[config.mk]
export PLATFORM = sky130hd
export DESIGN_NAME = arith_pipe_unit_flat
export DESIGN_NICKNAME = d
export VERILOG_FILES = /design/src/rtl/arith_pkg.sv /design/src/rtl/arith_pipe_unit_if.sv /design/src/rtl/arith_seg_adder.sv /design/src/rtl/arith_pipe_unit.sv /design/src/flat_wrapper.sv
export SDC_FILE = /design/constraint.sdc
export NUM_CORES = 1
export LEC_CHECK = 0
export CAP_MARGIN = 10
export CORE_MARGIN = 4
export CORE_UTILIZATION = 40
export DETAILED_ROUTE_END_ITERATION = 10
export SLEW_MARGIN = 5
export SYNTH_ARGS = -nofsm -noshare
export SYNTH_HDL_FRONTEND = slang
export SYNTH_SLANG_ARGS = --single-unit
[constraint.sdc]
create_clock -name clk -period 4.6 [get_ports clk]
set_input_delay 0.46 -clock clk [delete_from_list [all_inputs] [get_ports clk]]
set_output_delay 0.46 -clock clk [all_outputs]
set_load 0.01 [all_outputs]
[src/rtl/arith_pkg.sv]
// Shared opcode encodings and opcode bit positions for the arithmetic pipe.
package arith_pkg;
   localparam logic [2:0] OP_ADD   = 3'b000;
   localparam logic [2:0] OP_ADDC  = 3'b001;
   localparam logic [2:0] OP_ADDN  = 3'b010;
   localparam logic [2:0] OP_SUB   = 3'b011;
   localparam logic [2:0] OP_PASS  = 3'b100;
   localparam logic [2:0] OP_INC   = 3'b101;
   localparam logic [2:0] OP_DEC   = 3'b110;
   localparam logic [2:0] OP_PASSC = 3'b111;

   localparam int OPB_ZERO = 2;
   localparam int OPB_INV  = 1;
   localparam int OPB_CI   = 0;
endpackage

[src/rtl/arith_pipe_unit_if.sv]
// Operand/result handshake bundle between operand fetch and the accumulator stage.
interface arith_pipe_unit_if #(parameter int N = 16);
   logic         in_valid;
   logic         in_ready;
   logic [N-1:0] a;
   logic [N-1:0] b;
   logic [2:0]   opcode;
   logic         out_valid;
   logic         out_ready;
   logic [N-1:0] y;
   logic         co;
   logic         ovf;
   logic         zero;

   modport master (output in_valid, a, b, opcode, out_ready,
                   input  in_ready, out_valid, y, co, ovf, zero);
   modport slave  (input  in_valid, a, b, opcode, out_ready,
                   output in_ready, out_valid, y, co, ovf, zero);
endinterface

[src/rtl/arith_seg_adder.sv]
// One W-bit slice of the segmented carry chain; sum and carry-out are registered.
module arith_seg_adder #(
   parameter int W = 4
) (
   input  logic         clk,
   input  logic         rst_n,
   input  logic         en,
   input  logic [W-1:0] a,
   input  logic [W-1:0] b,
   input  logic         ci,
   output logic [W-1:0] sum,
   output logic         co
);
   always_ff @(posedge clk or negedge rst_n) begin
      if (!rst_n) begin
         sum <= '0;
         co  <= 1'b0;
      end else if (en) begin
         {co, sum} <= {1'b0, a} + {1'b0, b} + {{W{1'b0}}, ci};
      end
   end
endmodule

[src/rtl/arith_pipe_unit.sv]
// Carry-segmented add/sub pipe with valid/ready backpressure and status flags.
// Define ARITH_PIPE_SAT_EN to saturate y on signed overflow.
module arith_pipe_unit
   import arith_pkg::*;
#(
   parameter int N    = 16,
   parameter int SEGS = 4
) (
   input  logic          clk,
   input  logic          rst_n,
   arith_pipe_unit_if.slave bus
);
   localparam int W   = N / SEGS;
   localparam int LAT = SEGS + 1;

   if (N < 2 || SEGS < 1 || (N % SEGS) != 0) begin : g_bad_cfg
      $error("arith_pipe_unit: N must be >= 2 and a multiple of SEGS");
   end

   logic           adv;
   logic [LAT-1:0] vld_pipe;
   logic [N-1:0]   bm;
   logic [N-1:0]   a_p [SEGS+1];
   logic [N-1:0]   b_p [SEGS+1];
   logic           ci0;
   logic [SEGS:0]  cy;
   logic [N-1:0]   res [SEGS];
   logic [N-1:0]   y_raw;
   logic           sa, sb;

   assign adv          = !bus.out_valid || bus.out_ready;
   assign bus.in_ready = adv;

   always_comb begin
      bm = bus.opcode[OPB_ZERO] ? '0 : bus.b;
      if (bus.opcode[OPB_INV]) bm = ~bm;
   end

   // Operands ride the whole pipe so each segment sees its slice and the
   // output stage still has the sign bits for overflow.
   always_ff @(posedge clk or negedge rst_n) begin
      if (!rst_n) begin
         vld_pipe <= '0;
         ci0      <= 1'b0;
         for (int k = 0; k <= SEGS; k++) begin
            a_p[k] <= '0;
            b_p[k] <= '0;
         end
      end else if (adv) begin
         vld_pipe <= {vld_pipe[LAT-2:0], bus.in_valid};
         ci0      <= bus.opcode[OPB_CI];
         a_p[0]   <= bus.a;
         b_p[0]   <= bm;
         for (int k = 1; k <= SEGS; k++) begin
            a_p[k] <= a_p[k-1];
            b_p[k] <= b_p[k-1];
         end
      end
   end

   assign cy[0] = ci0;

   for (genvar j = 0; j < SEGS; j++) begin : g_seg
      logic [W-1:0] sum;

      arith_seg_adder #(.W(W)) u_seg (
         .clk   (clk),
         .rst_n (rst_n),
         .en    (adv),
         .a     (a_p[j][j*W +: W]),
         .b     (b_p[j][j*W +: W]),
         .ci    (cy[j]),
         .sum   (sum),
         .co    (cy[j+1])
      );

      if (j == 0) begin : g_first
         assign res[0] = N'(sum);
      end else begin : g_rest
         // Lower slices finished in earlier stages, carried forward alongside.
         logic [N-1:0] lo;
         always_ff @(posedge clk or negedge rst_n) begin
            if (!rst_n)   lo <= '0;
            else if (adv) lo <= res[j-1];
         end
         assign res[j] = lo | (N'(sum) << (j*W));
      end
   end

   assign y_raw         = res[SEGS-1];
   assign sa            = a_p[SEGS][N-1];
   assign sb            = b_p[SEGS][N-1];
   assign bus.out_valid = vld_pipe[LAT-1];
   assign bus.co        = bus.out_valid & cy[SEGS];
   assign bus.ovf       = bus.out_valid & (sa == sb) & (y_raw[N-1] != sa);

`ifdef ARITH_PIPE_SAT_EN
   assign bus.y = bus.ovf ? {sa, {(N-1){~sa}}} : y_raw;
`else
   assign bus.y = y_raw;
`endif

   assign bus.zero = bus.out_valid & ~|bus.y;
endmodule

[src/flat_wrapper.sv]
// flat-port wrapper written by rule: the top's interface ports become plain ports
module arith_pipe_unit_flat import arith_pkg::*;
#(
   parameter int N    = 16,
   parameter int SEGS = 4
)
  (clk, rst_n, bus_in_valid, bus_a, bus_b, bus_opcode, bus_out_ready, bus_in_ready, bus_out_valid, bus_y, bus_co, bus_ovf, bus_zero);
  arith_pipe_unit_if #(.N(N)) bus_i ();
  input  logic clk;
  input  logic rst_n;
  input wire logic [$bits(bus_i.in_valid)-1:0] bus_in_valid;
  input wire logic [$bits(bus_i.a)-1:0] bus_a;
  input wire logic [$bits(bus_i.b)-1:0] bus_b;
  input wire logic [$bits(bus_i.opcode)-1:0] bus_opcode;
  input wire logic [$bits(bus_i.out_ready)-1:0] bus_out_ready;
  output wire logic [$bits(bus_i.in_ready)-1:0] bus_in_ready;
  output wire logic [$bits(bus_i.out_valid)-1:0] bus_out_valid;
  output wire logic [$bits(bus_i.y)-1:0] bus_y;
  output wire logic [$bits(bus_i.co)-1:0] bus_co;
  output wire logic [$bits(bus_i.ovf)-1:0] bus_ovf;
  output wire logic [$bits(bus_i.zero)-1:0] bus_zero;
  assign bus_i.in_valid = bus_in_valid;
  assign bus_i.a = bus_a;
  assign bus_i.b = bus_b;
  assign bus_i.opcode = bus_opcode;
  assign bus_i.out_ready = bus_out_ready;
  assign bus_in_ready = bus_i.in_ready;
  assign bus_out_valid = bus_i.out_valid;
  assign bus_y = bus_i.y;
  assign bus_co = bus_i.co;
  assign bus_ovf = bus_i.ovf;
  assign bus_zero = bus_i.zero;
  arith_pipe_unit #(.N(N), .SEGS(SEGS)) u_core (.clk(clk), .rst_n(rst_n), .bus(bus_i));
endmodule
* After elaboration in Yosys (flattened, before gate mapping) *
Index checks and enable logic that the tools add are counted.

cells by class
  $add $sub $neg = 8
  equal/unequal tests = 2
  multiplexer cells = 2
  bitwise gates (word level) = 8
  reductions and logical operators = 4

operators by type and width
  cell                                    count
  16-bit two-way mux                      2
  4-bit by 4-bit adder with 5-bit output  4
  5-bit by 1-bit adder with 5-bit output  4
  16-bit inverter                         1
  16-bit by 12-bit OR with 16-bit output  1
  16-bit OR                               1
  16-bit OR reduction                     1
  4-bit by 8-bit OR with 8-bit output     1
  1-bit AND                               4
  1-bit logical NOT                       2
  1-bit equality test                     1
  1-bit logical OR                        1
  1-bit inequality test                   1

storage, ports and cells
  register bits after elaboration = 222
  bits of input ports = 39
  output and inout bits = 21
  word-level logic and storage cells = 47

* Longest topological paths before layout *
  depth after elaboration = 4
  depth in mapped cells = 7
  mapped depth without buffers = 6

* Modules after synthesis *
From an unflattened synthesis, not the netlist that was laid out.

second synthesis, totals
  cell total of the unflattened synthesis = 429
  area, all modules = 6185.9 sq um

by module, submodules not included
  module           times used  cells an instance  area an instance (sq um)  sequential area each (sq um)
  arith_pipe_unit  1           301                4774.6                    2802.7
  arith_seg_adder  4           32                 352.8                     125.1

* Worst setup path after synthesis *
OpenSTA, ideal clock, no wires.

  path type = reg2reg
  start = reg u_core.ci0
  end = reg u_core.g_seg[0].u_seg.co
  library setup time = 0.128 ns
  arrival time = 1.577 ns
  data required time = 4.472 ns
  setup slack = 2.894 ns
  cell stages (with the launch flop) = 6
  path buffers = 0
  path through = dfrtp_1 > fa_1 > fa_1 > a21o_1 > a21oi_1 > a21oi_1

between the ends
  longest elaborated chain between the ends = 1

RTL lines
  what                                    line                   text
  start: declaration                      arith_pipe_unit.sv:25  logic ci0;
  start signal: assignment                arith_pipe_unit.sv:51  ci0 <= bus.opcode[OPB_CI];
  5-bit by 1-bit adder with 5-bit output  arith_seg_adder.sv:19  {co, sum} <= {1'b0, a} + {1'b0, b} + {{W{1'b0}}, ci};
  end signal: assignment                  arith_seg_adder.sv:19
  end: declaration                        arith_seg_adder.sv:12  output logic co

No other way between the ends.
A chain may end at the register's enable or synchronous reset.

* Worst setup path after layout *
  start = in bus_out_ready
  end = out bus_in_ready

between the ends
  longest elaborated chain between the ends = 1

RTL lines
  what                line                   text
  start: declaration  flat_wrapper.sv:15     input wire logic [$bits(bus_i.out_ready)-1:0] bus_out_ready;
  1-bit logical OR    arith_pipe_unit.sv:31  assign adv = !bus.out_valid || bus.out_ready;
  end: declaration    flat_wrapper.sv:16     output wire logic [$bits(bus_i.in_ready)-1:0] bus_in_ready;

No other way between the ends.

==> impl_metrics.csv <==
group,metric,value,unit
route,finalWirelength,10760,um
sta,drv_slew,0,
clock_network,postCtsSetupRepairBufs,0,
route,vias,4013,
global_routing,grt_use_met3,0.04333,
global_routing,grt_overflow,0,
layout,final_cell_mix,"nand2_1 (313), dfrtp_1 (132), clkdlybuf4s50_1 (58)",
layout,fillers,1312,
layout,layout.cells.most_common,"nand2_1",
global_routing,grtUsageMet2,0.2170,
sta,setup_tns,0,ns
floorplan,pin_count,60,
outcome,status,"finished clean",
setup_path,crit_arrival,2.33,ns
min_path,hold_class,"in -> async",
synth,syn_inst,624,
setup_path,worstPathMaxFanout,56,
route,ant_nets,0,
route,wl_per_cell,12.39,um
clock_network,cts_root_buf,"clkbuf_16",
pwr,ir_drop,0.0002977,V
setup_path,critPathLaunchType,"primary input",
clock_network,hold_buffers,0,
pwr,power_density,704.5,mW/mm^2
route,drt_first_pass_iters,6,
clock_network,clock_latency,0.41,ns
place,hpwl,7198,um
synth,synth_area_leaders,"dfrtp_1 (57%), nand2_1 (20%), fa_1 (2.8%)",
layout,area_growth,22.16,%
global_routing,grt_max_degree,86,
layout,diodes,0,
clock_network,post_cts_resized,0,
floorplan,die_area,0.01644,sq mm
setup_path,cp_slowest_cell,"clkdlybuf4s50_1",
setup_path,crit_top_cell,"clkdlybuf4s50_1",
route,viasPerCell,4.618,
sta,fin_skew,0.004775,ns
clock_network,clk_path_buf_depth,2,
clock_network,h-tree-depth,4,
floorplan,initial_core_util,0.4117,
floorplan,rows,43,
job,maxCapViolations,0,
setup_path,crit_buf_inv,4,
global_routing,first_global_vias,4044,
synth,syn_avg_cell_area,9.264,sq um
synth,syn_nets,683,
synth,ys_warn_count,0,
setup_path,critical_path.top_delay_family,"buffers and inverters",
place,numPortBuffers,59,
sta,layout_min_cycle_time,2.790,ns
route,drt_iter0_markers,321,
layout,fin_nets,735,
floorplan,dieWidth,128.2,um
place,gp_congestion,0.8114,
sta,slew-limit-headroom,0.3719,
global_routing,grtUsageMet1,0.1898,
setup_path,path_cells,"clkdlybuf4s50_1 > nor2b_4 > buf_4 > inv_4 > clkdlybuf4s50_1",
synth,yosysSeqAreaShare,0.5714,
synth,syn_area,0.005781,sq mm
global_routing,antenna_found_initial,0,
setup_path,crit_required,4.14,ns
pwr,power_leakage,3.509,nW
synth,yosys_register_bits,132,
sta,whs,0.09189,ns
clock_network,cts_tree,"built",
sta,setup_viol_count_final,0,
global_routing,grt_util_all_layers,0.1404,
layout,drive_above_1_share,0.05951,
sta,fmax,358.4,MHz
route,drc,0,
sta,rsz0062_at_grt,"false",
synth,netlist.area_leader.share,0.5714,
setup_path,crit_path_end_kind,"primary output",
floorplan,die_y,128.2,um
sta,fin_crit_sh,0.6066,
clock_network,clkTransAtPathRegs,0.05,ns
synth,synth_top_cell_by_area,"dfrtp_1",
clock_network,numCtsBuffers,17,
setup_path,slowest_delay,0.55,ns
sta,tightest_slew,0.9392,ns
clock_network,clock-sinks,132,
global_routing,grt_pass1_wl,18690,um
setup_path,worstSetupPathType,"in -> out",
global_routing,grt.busiest_layer,"met2",
sta,hold_viol_final,0,
synth,synth_cell_type_count,27,
floorplan,core,0.01404,sq mm
-- synthesized netlist by cell type --
cell type  number
dfrtp_1       132
nor4b_1         1
ha_1           12
nor2_1         12
clkbuf_1        2
o21ai_1        17
nand2_1       313
nor4_1          3
o21ai_0        16
xnor2_1        17
buf_2          12
buf_4           9
a21o_1          5
nand2b_1        1
fa_1            8
and2_1          1
nand4_1         1
inv_1          11
and2b_1        12
clkbuf_4        1
o22ai_1         1
xor2_1          6
nor2b_1         8
a21oi_1        13
nor3_1          1
buf_6           8
inv_4           1
-- kinds of logic (layout without fill, tap and decap cells) --
group                    after synthesis  in the layout  share of synthesized area
adder cells (fa/ha/maj)               20             20                    0.05368
flip-flops                           132            132                     0.5714
XOR/XNOR                              23             23                    0.03485
AND/OR/NAND/NOR                      353            353                     0.2442
AO/OA/AOI/OAI                         52             52                    0.04740
buffers and inverters                 44            109                    0.04849
-- stage by stage --
step / util / cells / area, sq um / power, mW / setup WS, ns
global placement: 0.4567 / 837 / 6414 / 3.486 / 1.806
floorplan: - / 624 / 5781 / 3.063 / 2.894
global route: 0.5029 / 869 / 7062 / 5.367 / 1.683
detailed placement: 0.4567 / 837 / 6414 / 3.558 / 1.788
CTS: 0.5029 / 869 / 7062 / 5.056 / 1.778
finish: 0.5029 / 869 / 7062 / 4.975 / 1.810
-- area by class of cell --
class	count	area, sq um	share of cell area
flip-flops and latches	132	3303	0.4678
inverters	12	47.55	0.006733
well taps	180	225.2	0.03189
clock buffers	18	439.2	0.06219
multi-input cells	448	2205	0.3122
clock inverters	14	209.0	0.02959
repair buffers	65	633.1	0.08965
-- final timing paths --
kind                                    start                           end  slack [ns]  cells after the start
min                                     rst_n                u_core.b_p[45]        0.09                      1
max                             bus_out_ready                  bus_in_ready        1.81                      5
min in group clk           u_core.vld_pipe[0]            u_core.vld_pipe[0]        0.46                      2
max in group asynchronous               rst_n                    u_core.ci0        3.41                      2
min reg2reg                u_core.vld_pipe[0]            u_core.vld_pipe[0]        0.46                      2
max reg2reg                u_core.vld_pipe[4]  u_core.g_seg[0].u_seg.sum[3]        2.46                      4
-- layer usage --
metal	vias to the layer above	share of wire
met2	73	0.47
met5	-	0
met3	10	0.046
met1	1881	0.47
met4	0	0.011
li1	2049	-
-- power breakdown --
part	internal, mW	switching [mW]
clock network	0.971	0.487
logic	0.679	0.838
registers	1.68	0.319
total	3.33	1.64
-- flip-flops by register name (all words and copies together) (netlist names) --
name / count
u_core.a_p: 41
u_core.b_p: 41
u_core.g_seg.g_rest.lo: 24
u_core.g_seg.u_seg.sum: 16
u_core.vld_pipe: 5
u_core.g_seg.u_seg.co: 4
u_core.ci0: 1
Power figures use the tool's default switching activity.
